File: config.mk
export PLATFORM = sky130hd
export DESIGN_NAME = alu_pipe
export DESIGN_NICKNAME = d
export VERILOG_FILES = /design/src/rtl/alu_pipe.sv
export SDC_FILE = /design/constraint.sdc
export NUM_CORES = 1
export LEC_CHECK = 0
export ABC_AREA = 1
export BUFFER_PORTS_ARGS = -buffer_cell sky130_fd_sc_hd__buf_2
export CAP_MARGIN = 30
export CORE_MARGIN = 5
export CORE_UTILIZATION = 51
export DETAILED_ROUTE_END_ITERATION = 16
export HOLD_SLACK_MARGIN = 0.05
export PLACE_DENSITY = 0.71
export SLEW_MARGIN = 20
export SYNTH_ARGS = -nofsm -noshare
export SYNTH_HDL_FRONTEND = slang
export SYNTH_SLANG_ARGS = --single-unit
File: constraint.sdc
create_clock -name i_clk -period 6 [get_ports i_clk]
set_input_delay 0.6 -clock i_clk [delete_from_list [all_inputs] [get_ports i_clk]]
set_output_delay 0.6 -clock i_clk [all_outputs]
set_load 0.005 [all_outputs]
File: src/rtl/alu_pipe.sv
// Handshaked signed ALU, 2*WIDTH-bit registered result, iterative shift-add multiply.
// Optional flag outputs compiled in with `define ALU_PIPE_FLAGS_EN (tied to 0 otherwise).
//
// state  | meaning
// S_IDLE | no multiply in progress; accepts operands when the output slot can take a result
// S_MUL  | iterating a multiply, r_cnt counts 0..WIDTH-1, one partial product per cycle
module alu_pipe #(
    parameter int WIDTH = 4
) (
    input  logic                 i_clk,
    input  logic                 i_rst,
    input  logic                 i_in_valid,
    output logic                 o_in_ready,
    input  logic [WIDTH-1:0]     i_a,
    input  logic [WIDTH-1:0]     i_b,
    input  logic [2:0]           i_opcode,
    output logic                 o_out_valid,
    input  logic                 i_out_ready,
    output logic [2*WIDTH-1:0]   o_result,
    output logic                 o_flag_zero,
    output logic                 o_flag_neg,
    output logic                 o_flag_ovf
);
    localparam int RW = 2 * WIDTH;
    localparam int CW = (WIDTH > 2) ? $clog2(WIDTH) : 1;
    localparam logic [CW-1:0] CNT_LAST = CW'(WIDTH - 1);

    localparam logic [2:0] OP_ADD = 3'b000;
    localparam logic [2:0] OP_SUB = 3'b001;
    localparam logic [2:0] OP_AND = 3'b010;
    localparam logic [2:0] OP_OR  = 3'b011;
    localparam logic [2:0] OP_MUL = 3'b100;
    localparam logic [2:0] OP_SHL = 3'b101;
    localparam logic [2:0] OP_SHR = 3'b110;
    localparam logic [2:0] OP_XOR = 3'b111;

    typedef enum logic {S_IDLE, S_MUL} state_t;

    state_t             r_state;
    state_t             w_state_nxt;
    logic [CW-1:0]      r_cnt;
    logic [RW-1:0]      r_acc;
    logic [RW-1:0]      r_mcand;
    logic [WIDTH-1:0]   r_mplier;
    logic [RW-1:0]      r_result;
    logic               r_out_valid;

    logic               w_accept;
    logic               w_mul_done;
    logic               w_load;
    logic [RW-1:0]      w_a_ext;
    logic [RW-1:0]      w_b_ext;
    logic [WIDTH-1:0]   w_logic;
    logic [RW-1:0]      w_pp;
    logic [RW-1:0]      w_acc_next;
    logic [RW-1:0]      w_next_result;

    always_ff @(posedge i_clk) begin
        if (i_rst) r_state <= S_IDLE;
        else       r_state <= w_state_nxt;
    end

    always_comb begin
        w_state_nxt = r_state;
        case (r_state)
            S_IDLE:  if (w_accept && i_opcode == OP_MUL) w_state_nxt = S_MUL;
            S_MUL:   if (r_cnt == CNT_LAST) w_state_nxt = S_IDLE;
            default: w_state_nxt = S_IDLE;
        endcase
    end

    always_comb begin
        o_in_ready = (r_state == S_IDLE) && (!r_out_valid || i_out_ready);
        w_mul_done = (r_state == S_MUL) && (r_cnt == CNT_LAST);
    end

    assign w_accept = i_in_valid && o_in_ready;
    assign w_load   = (w_accept && i_opcode != OP_MUL) || w_mul_done;
    assign w_a_ext  = {{WIDTH{i_a[WIDTH-1]}}, i_a};
    assign w_b_ext  = {{WIDTH{i_b[WIDTH-1]}}, i_b};

    // The multiplier MSB carries negative weight, so the last partial product is subtracted.
    assign w_pp       = r_mplier[0] ? r_mcand : '0;
    assign w_acc_next = (r_cnt == CNT_LAST) ? (r_acc - w_pp) : (r_acc + w_pp);

    always_comb begin
        w_logic       = '0;
        w_next_result = '0;
        if (w_mul_done) begin
            w_next_result = w_acc_next;
        end else begin
            case (i_opcode)
                OP_ADD: w_next_result = w_a_ext + w_b_ext;
                OP_SUB: w_next_result = w_a_ext - w_b_ext;
                OP_AND: w_logic = i_a & i_b;
                OP_OR:  w_logic = i_a | i_b;
                OP_XOR: w_logic = i_a ^ i_b;
                OP_SHL: w_next_result = {w_a_ext[RW-2:0], 1'b0};
                OP_SHR: w_next_result = {w_a_ext[RW-1], w_a_ext[RW-1:1]};
                default: w_next_result = '0;
            endcase
            if (i_opcode == OP_AND || i_opcode == OP_OR || i_opcode == OP_XOR)
                w_next_result = {{WIDTH{w_logic[WIDTH-1]}}, w_logic};
        end
    end

    always_ff @(posedge i_clk) begin
        if (i_rst) begin
            r_cnt       <= '0;
            r_acc       <= '0;
            r_mcand     <= '0;
            r_mplier    <= '0;
            r_result    <= '0;
            r_out_valid <= 1'b0;
        end else begin
            if (w_accept && i_opcode == OP_MUL) begin
                r_acc    <= '0;
                r_mcand  <= w_a_ext;
                r_mplier <= i_b;
                r_cnt    <= '0;
            end else if (r_state == S_MUL) begin
                r_acc    <= w_acc_next;
                r_mcand  <= {r_mcand[RW-2:0], 1'b0};
                r_mplier <= {1'b0, r_mplier[WIDTH-1:1]};
                r_cnt    <= w_mul_done ? '0 : r_cnt + 1'b1;
            end
            if (w_load) begin
                r_result    <= w_next_result;
                r_out_valid <= 1'b1;
            end else if (i_out_ready) begin
                r_out_valid <= 1'b0;
            end
        end
    end

    assign o_result    = r_result;
    assign o_out_valid = r_out_valid;

`ifdef ALU_PIPE_FLAGS_EN
    logic r_flag_zero;
    logic r_flag_neg;
    logic r_flag_ovf;
    logic w_ovf_en;
    logic w_fits;

    // Fits in signed WIDTH bits when the top WIDTH+1 bits are all equal.
    always_comb begin
        w_ovf_en = w_mul_done || i_opcode == OP_ADD || i_opcode == OP_SUB || i_opcode == OP_SHL;
        w_fits   = (&w_next_result[RW-1:WIDTH-1]) || !(|w_next_result[RW-1:WIDTH-1]);
    end

    always_ff @(posedge i_clk) begin
        if (i_rst) begin
            r_flag_zero <= 1'b0;
            r_flag_neg  <= 1'b0;
            r_flag_ovf  <= 1'b0;
        end else if (w_load) begin
            r_flag_zero <= (w_next_result == '0);
            r_flag_neg  <= w_next_result[RW-1];
            r_flag_ovf  <= w_ovf_en && !w_fits;
        end
    end

    assign o_flag_zero = r_flag_zero;
    assign o_flag_neg  = r_flag_neg;
    assign o_flag_ovf  = r_flag_ovf;
`else
    assign o_flag_zero = 1'b0;
    assign o_flag_neg  = 1'b0;
    assign o_flag_ovf  = 1'b0;
`endif

endmodule

* After elaboration in Yosys (flattened, before gate mapping)
Cells that the tools add are included.
** Storage, ports and cells
- Bits in registers :: 32
- Bits of input ports :: 15
- Output and inout bits :: 13
- Logic and storage cells :: 55
** Cells by class
- $add $sub $neg :: 5
- Equality and inequality tests :: 9
- Mux-type cells :: 16
- Bitwise gates (word level) :: 4
- Reductions and logical operators :: 14
** Operators by type and width (count)
- two-way mux 8 bit :: 6
- case mux 8 bit (4 select lines) :: 1
- == test 3 bit, second input constant :: 4
- case mux 4 bit (3 select lines) :: 1
- adder 8 bit :: 1
- two-way mux 4 bit :: 2
- subtractor 8 bit :: 1
- == test 3 x 2 -> 1 bit, second input constant :: 2
- adder 4 x 4 -> 5 bit :: 1
- logical AND 1 bit :: 5
- subtractor 4 x 4 -> 5 bit :: 1
- AND 4 bit :: 1
- logical OR 1 bit :: 4
- two-way mux 1 bit :: 4
- bitwise OR 4 bit :: 1
- nonzero test 2 bit :: 2
- XOR 4 bit :: 1
- == test 3 x 1 -> 1 bit, second input constant :: 1
- zero test 3 bit :: 1
- inequality test 3 bit, second input constant :: 1
- adder 2 x 1 -> 2 bit, second input constant :: 1
- == test 2 bit, second input constant :: 1
- two-way mux 2 bit :: 1
- case mux 1 bit (2 select lines) :: 1
- other kinds (3) :: 3

* Logic depth before layout (Yosys ltp)
- Depth after elaboration :: 7
- Gate-level depth with buffers :: 19
- Gate-level depth less buffers :: 18

* Worst setup path before layout
Ideal clock, no wire load.
- Path type :: in2reg
- From :: in i_opcode[1]
- To :: reg r_result[4], in the netlist o_result[4]
- Library setup time :: 0.135 ns
- Arrival time :: 2.189 ns
- Path slack :: 3.676 ns
- Cell stages on the path :: 16
- Buffers on the path :: 1
- Cells stage by stage :: buf_4 > nor2_8 > nand2_4 > nand2_1 > o21ai_0 > fa_1 > inv_1 > a21oi_1 > o21bai_1 > inv_1 > nand2_1 > nand2_1 > nand2_1 > nand3_2 > nand2_4 > a21oi_2
** On the way
- Longest elaborated chain between the ends :: 5
- Elaborated cells between the ends (all ways) :: 16
- Those cells by class :: eq/ne (7); mux (4); reduce/logical (5)
** Ends and longest elaborated chain
- start: declaration :: RTL line 16 : input logic [2:0] i_opcode,
- branches (longest 5 deep; another with case mux 8 bit (4 select lines))
- end signal: assignment :: RTL line 128 : r_result <= w_next_result;
- end: declaration :: RTL line 45 : logic [RW-1:0] r_result;
Parallel ways; which one is timed is not known.
A chain may end at the register's enable or synchronous reset.

* Worst setup path in the final report
- From :: reg r_mplier[0]
- To :: reg r_result[5], in the netlist o_result[5]
** On the way
- Longest elaborated chain between the ends :: 4
- Elaborated cells between the ends (all ways) :: 5
- Those cells by class :: add/sub (2); mux (3)
** Ends and longest elaborated chain
- start: declaration :: RTL line 44 : logic [WIDTH-1:0] r_mplier;
- start signal: assignment :: RTL line 119 : r_mplier <= i_b;
- start signal: assignment :: RTL line 124 : r_mplier <= {1'b0, r_mplier[WIDTH-1:1]};
- two-way mux 8 bit (*) :: RTL line 83 : assign w_pp = r_mplier[0] ? r_mcand : '0;
- adder 8 bit / subtractor 8 bit (equally long branches) :: RTL line 84 : assign w_acc_next = (r_cnt == CNT_LAST) ? (r_acc - w_pp) : (r_acc + w_pp);
- two-way mux 8 bit (*) :: RTL line 84
- two-way mux 8 bit (*) :: RTL line 89 : if (w_mul_done) begin
Mark *: on every way between the ends. The rest lies on a longest branch, timed or not.

==> results.json <==
{
  "max-vdd-ir-drop_mv": 0.143,
  "critical_path_depth": 12,
  "critical-path-top-cell-by-count": "nand2_1",
  "synth.yosys.warnings": 0,
  "reg2reg_from": "r_mplier[0]",
  "grtUsageTotal_pct": 18.5,
  "via_count_of_the_first_global_routing_pass": 1993,
  "slew-limit-headroom_pct": 57.4,
  "fin_crit_sh_pct": 42.9,
  "accumulated_negative_setup_slack_ns": 0,
  "crit_chain": "nand2_1 > ha_1 > o21ai_0 > ha_1 > nand3_1 > nand2_1 > a21oi_1 > xnor2_1 > nand2_1 > nand2_1 > inv_1 > a21oi_2",
  "r2r.worst_path.cells": 12,
  "synth.yosys.seq_area_share_pct": 26.2,
  "critPathLaunch": "r_mplier[0]",
  "run_status": "finished, final reports clean",
  "final-max-slew-violation-count": 0,
  "transition_at_the_pin_with_the_smallest_max_transition_slack_ns": 0.623,
  "clk_path_buf_depth": 2,
  "dr_total_vias": 2272,
  "drc": 0,
  "die_height_um": 79.3,
  "area_delta_synth_final_pct": 9.86,
  "post-dp-hpwl_mm": 4.31,
  "max_freq_mhz": 388,
  "grt_first_pass_wirelength_mm": 9.17,
  "post_cts.resized_instances": 0,
  "finalClockSkew_ns": 0.00460,
  "critical_path.endpoint_type": "flop",
  "critical_path_arrival_ns": 2.79,
  "critical_path.max_stage_delay_ns": 0.48,
  "placeableCoreArea_sq_um": 4690,
  "numCtsBuffers": 5,
  "power.density_cell_area_nw_per_um2": 202,
  "detail_route.first_pass.iterations": 4,
  "rows": 25,
  "finalCriticalPeriod_ns": 2.57,
  "worst-path-max-fanout": 10,
  "layout_common_cells": "98 x nand2_1, 52 x inv_1, 32 x dfxtp_1",
  "diode_insertion_count_for_antenna_repair": 0,
  "maxCapViolations": 0,
  "static-leakage-power_nw": 1.33,
  "cp_max_delay_cell": "dfxtp_1",
  "grt-ovfl-total": 0,
  "ff2ff_setup_slack_ns": 3.43,
  "placement.io_buffers": 24,
  "finish.net_count": 418,
  "cp.buffers_inverters": 1,
  "drtAntennaViolNets": 0,
  "wp_data_required_ns": 6.22,
  "die_x_um": 79.3,
  "number_of_flops_mapped_to_enable_cells_by_yosys": 0,
  "avgViaCountPerCell": 5.24,
  "cpLargestDelayFamily": "compound AO/OA/AOI/OAI gates",
  "power_mw": 0.544,
  "post_cts_hold_buffer_count": 0,
  "rr_endpoint": "o_result[5]",
  "syn_avg_cell_area_sq_um": 6.86,
  "ys_ff_latch": 32,
  "yosysUniqueCellTypes": 39,
  "gp_congestion": 0.922,
  "drt_iter0_drc": 129,
  "grt_max_degree": 27,
  "tritoncts_clock_tree": "built",
  "postCtsSetupRepairBufs": 0,
  "average_wire_per_cell_in_the_routed_design_um": 12.5,
  "unrepaired_setup_endpoints_after_global_routing": "false",
  "floorplan.initialDensity_pct": 52.2,
  "hp-start": "r_cnt[1]",
  "ys_async_sr_fraction_pct": 0,
  "timing.hold.worst.class": "flop to flop",
  "setup.worst_path.start_class": "flop",
  "drive_gt1_share_pct": 14.2,
  "worst_skew_pair.late_latency_ns": 0.28,
  "drt-total-wl_mm": 5.42,
  "netlist_instances": 357,
  "mappedNetlistArea_sq_um": 2450,
  "critical_path_destination": "o_result[5]",
  "grt_antenna_before_repair": 0,
  "cts_sinks": 32,
  "cts-htree-levels": 2,
  "setup_cp_type": "flop to flop",
  "report.final.hold_viol_count": 0,
  "die_area_sq_um": 6290,
  "yosys_most_used_dff": "dfxtp_1",
  "total_i_o_pin_count": 28,
  "final_core_utilization_pct": 57.3,
  "report.final.setup_viol": 0,
  "clk_transition_reported_paths_ns": 0.07,
  "clk_tree_root_cell": "clkbuf_8",
  "commonest_non_fill_non_tap_cell_in_the_layout": "nand2_1"
}
## synth_stat cells (6+ instances only)
| master | n | area [sq um] |
|---|---|---|
| buf_4 | 7 | 52.6 |
| nand2_1 | 98 | 368 |
| nand4_1 | 6 | 37.5 |
| inv_1 | 52 | 195 |
| ha_1 | 22 | 275 |
| o21ai_0 | 14 | 70.1 |
| nand3_1 | 21 | 105 |
| a21oi_1 | 24 | 120 |
| a31oi_1 | 11 | 68.8 |
| dfxtp_1 | 32 | 641 |
| nor2_1 | 12 | 45.0 |
| xor2_1 | 9 | 78.8 |
## power by group
part	internal, mW	switching, mW	leakage [nW]	total [mW]
clock network	0.123	0.0805	0.0552	0.204
logic	0.0431	0.0699	1.02	0.113
registers	0.221	0.00566	0.260	0.227
total	0.388	0.156	1.33	0.544
## through the flow
step	hold WS, ns	instance area [sq um]	worst slack, ns	instances
2_1_floorplan	0.439	2460	3.68	359
3_3_place_gp	0.451	2560	3.44	424
3_5_place_dp	0.461	2560	3.39	424
4_1_cts	0.471	2670	3.43	432
5_1_grt	0.488	2690	3.14	434
6_report	0.467	2690	3.43	434
## tightest hold or removal path, stage by stage (launching register included)
cell and delay, ns:
dfxtp_1 0.31, nand2_1 0.06, a21oi_1 0.05
## logic make-up (layout without fill, tap and decap cells)
kind of cell	after synthesis	count (layout)	share of synthesized area (%)
and+or+nand+nor	154	154	28.8
DFF	32	32	26.2
xor gates and xnor gates	11	11	3.93
buffers and inverters	68	89	11.9
other	1	3	0.153
AOI/OAI and AO/OA	67	67	16.2
adders and majority gates	24	24	12.9
## per-layer routing
metal	global-route usage, %	part of all wire (%)	routed length [um]	vias to the layer above
li1	-	-	-	1198
met1	26.0	50	2690	1000
met2	27.4	43	2320	66
met3	5.10	6.1	333	8
met4	5.84	1.5	81	0
met5	0	0	0	-
## registers in the layout (all words and copies together) (netlist names)
signal	cells
r_mcand	8
r_cnt	2
r_acc	8
r_mplier	4
r_state	1
o_out_valid	1
o_result	8
## worst min path at each step
stage | endpoint | slack, ns | depth (start not counted)
floorplan | r_mplier[3] | 0.44 | 2
global placement | r_acc[0] | 0.45 | 2
detailed placement | r_acc[0] | 0.46 | 2
CTS | r_acc[0] | 0.47 | 2
global route | r_acc[0] | 0.49 | 2
finish | r_cnt[1] | 0.47 | 2
## area by class of cell
type / count / area (sq um)
fillers: 474 / 2000
multi-input cells: 259 / 1530
flip-flops and latches: 32 / 641
inverters: 55 / 206
repair buffers: 26 / 143
clock buffers: 6 / 72.6
well taps: 54 / 67.6
clock inverters: 2 / 35.0
Power figures use the tool's default switching activity.
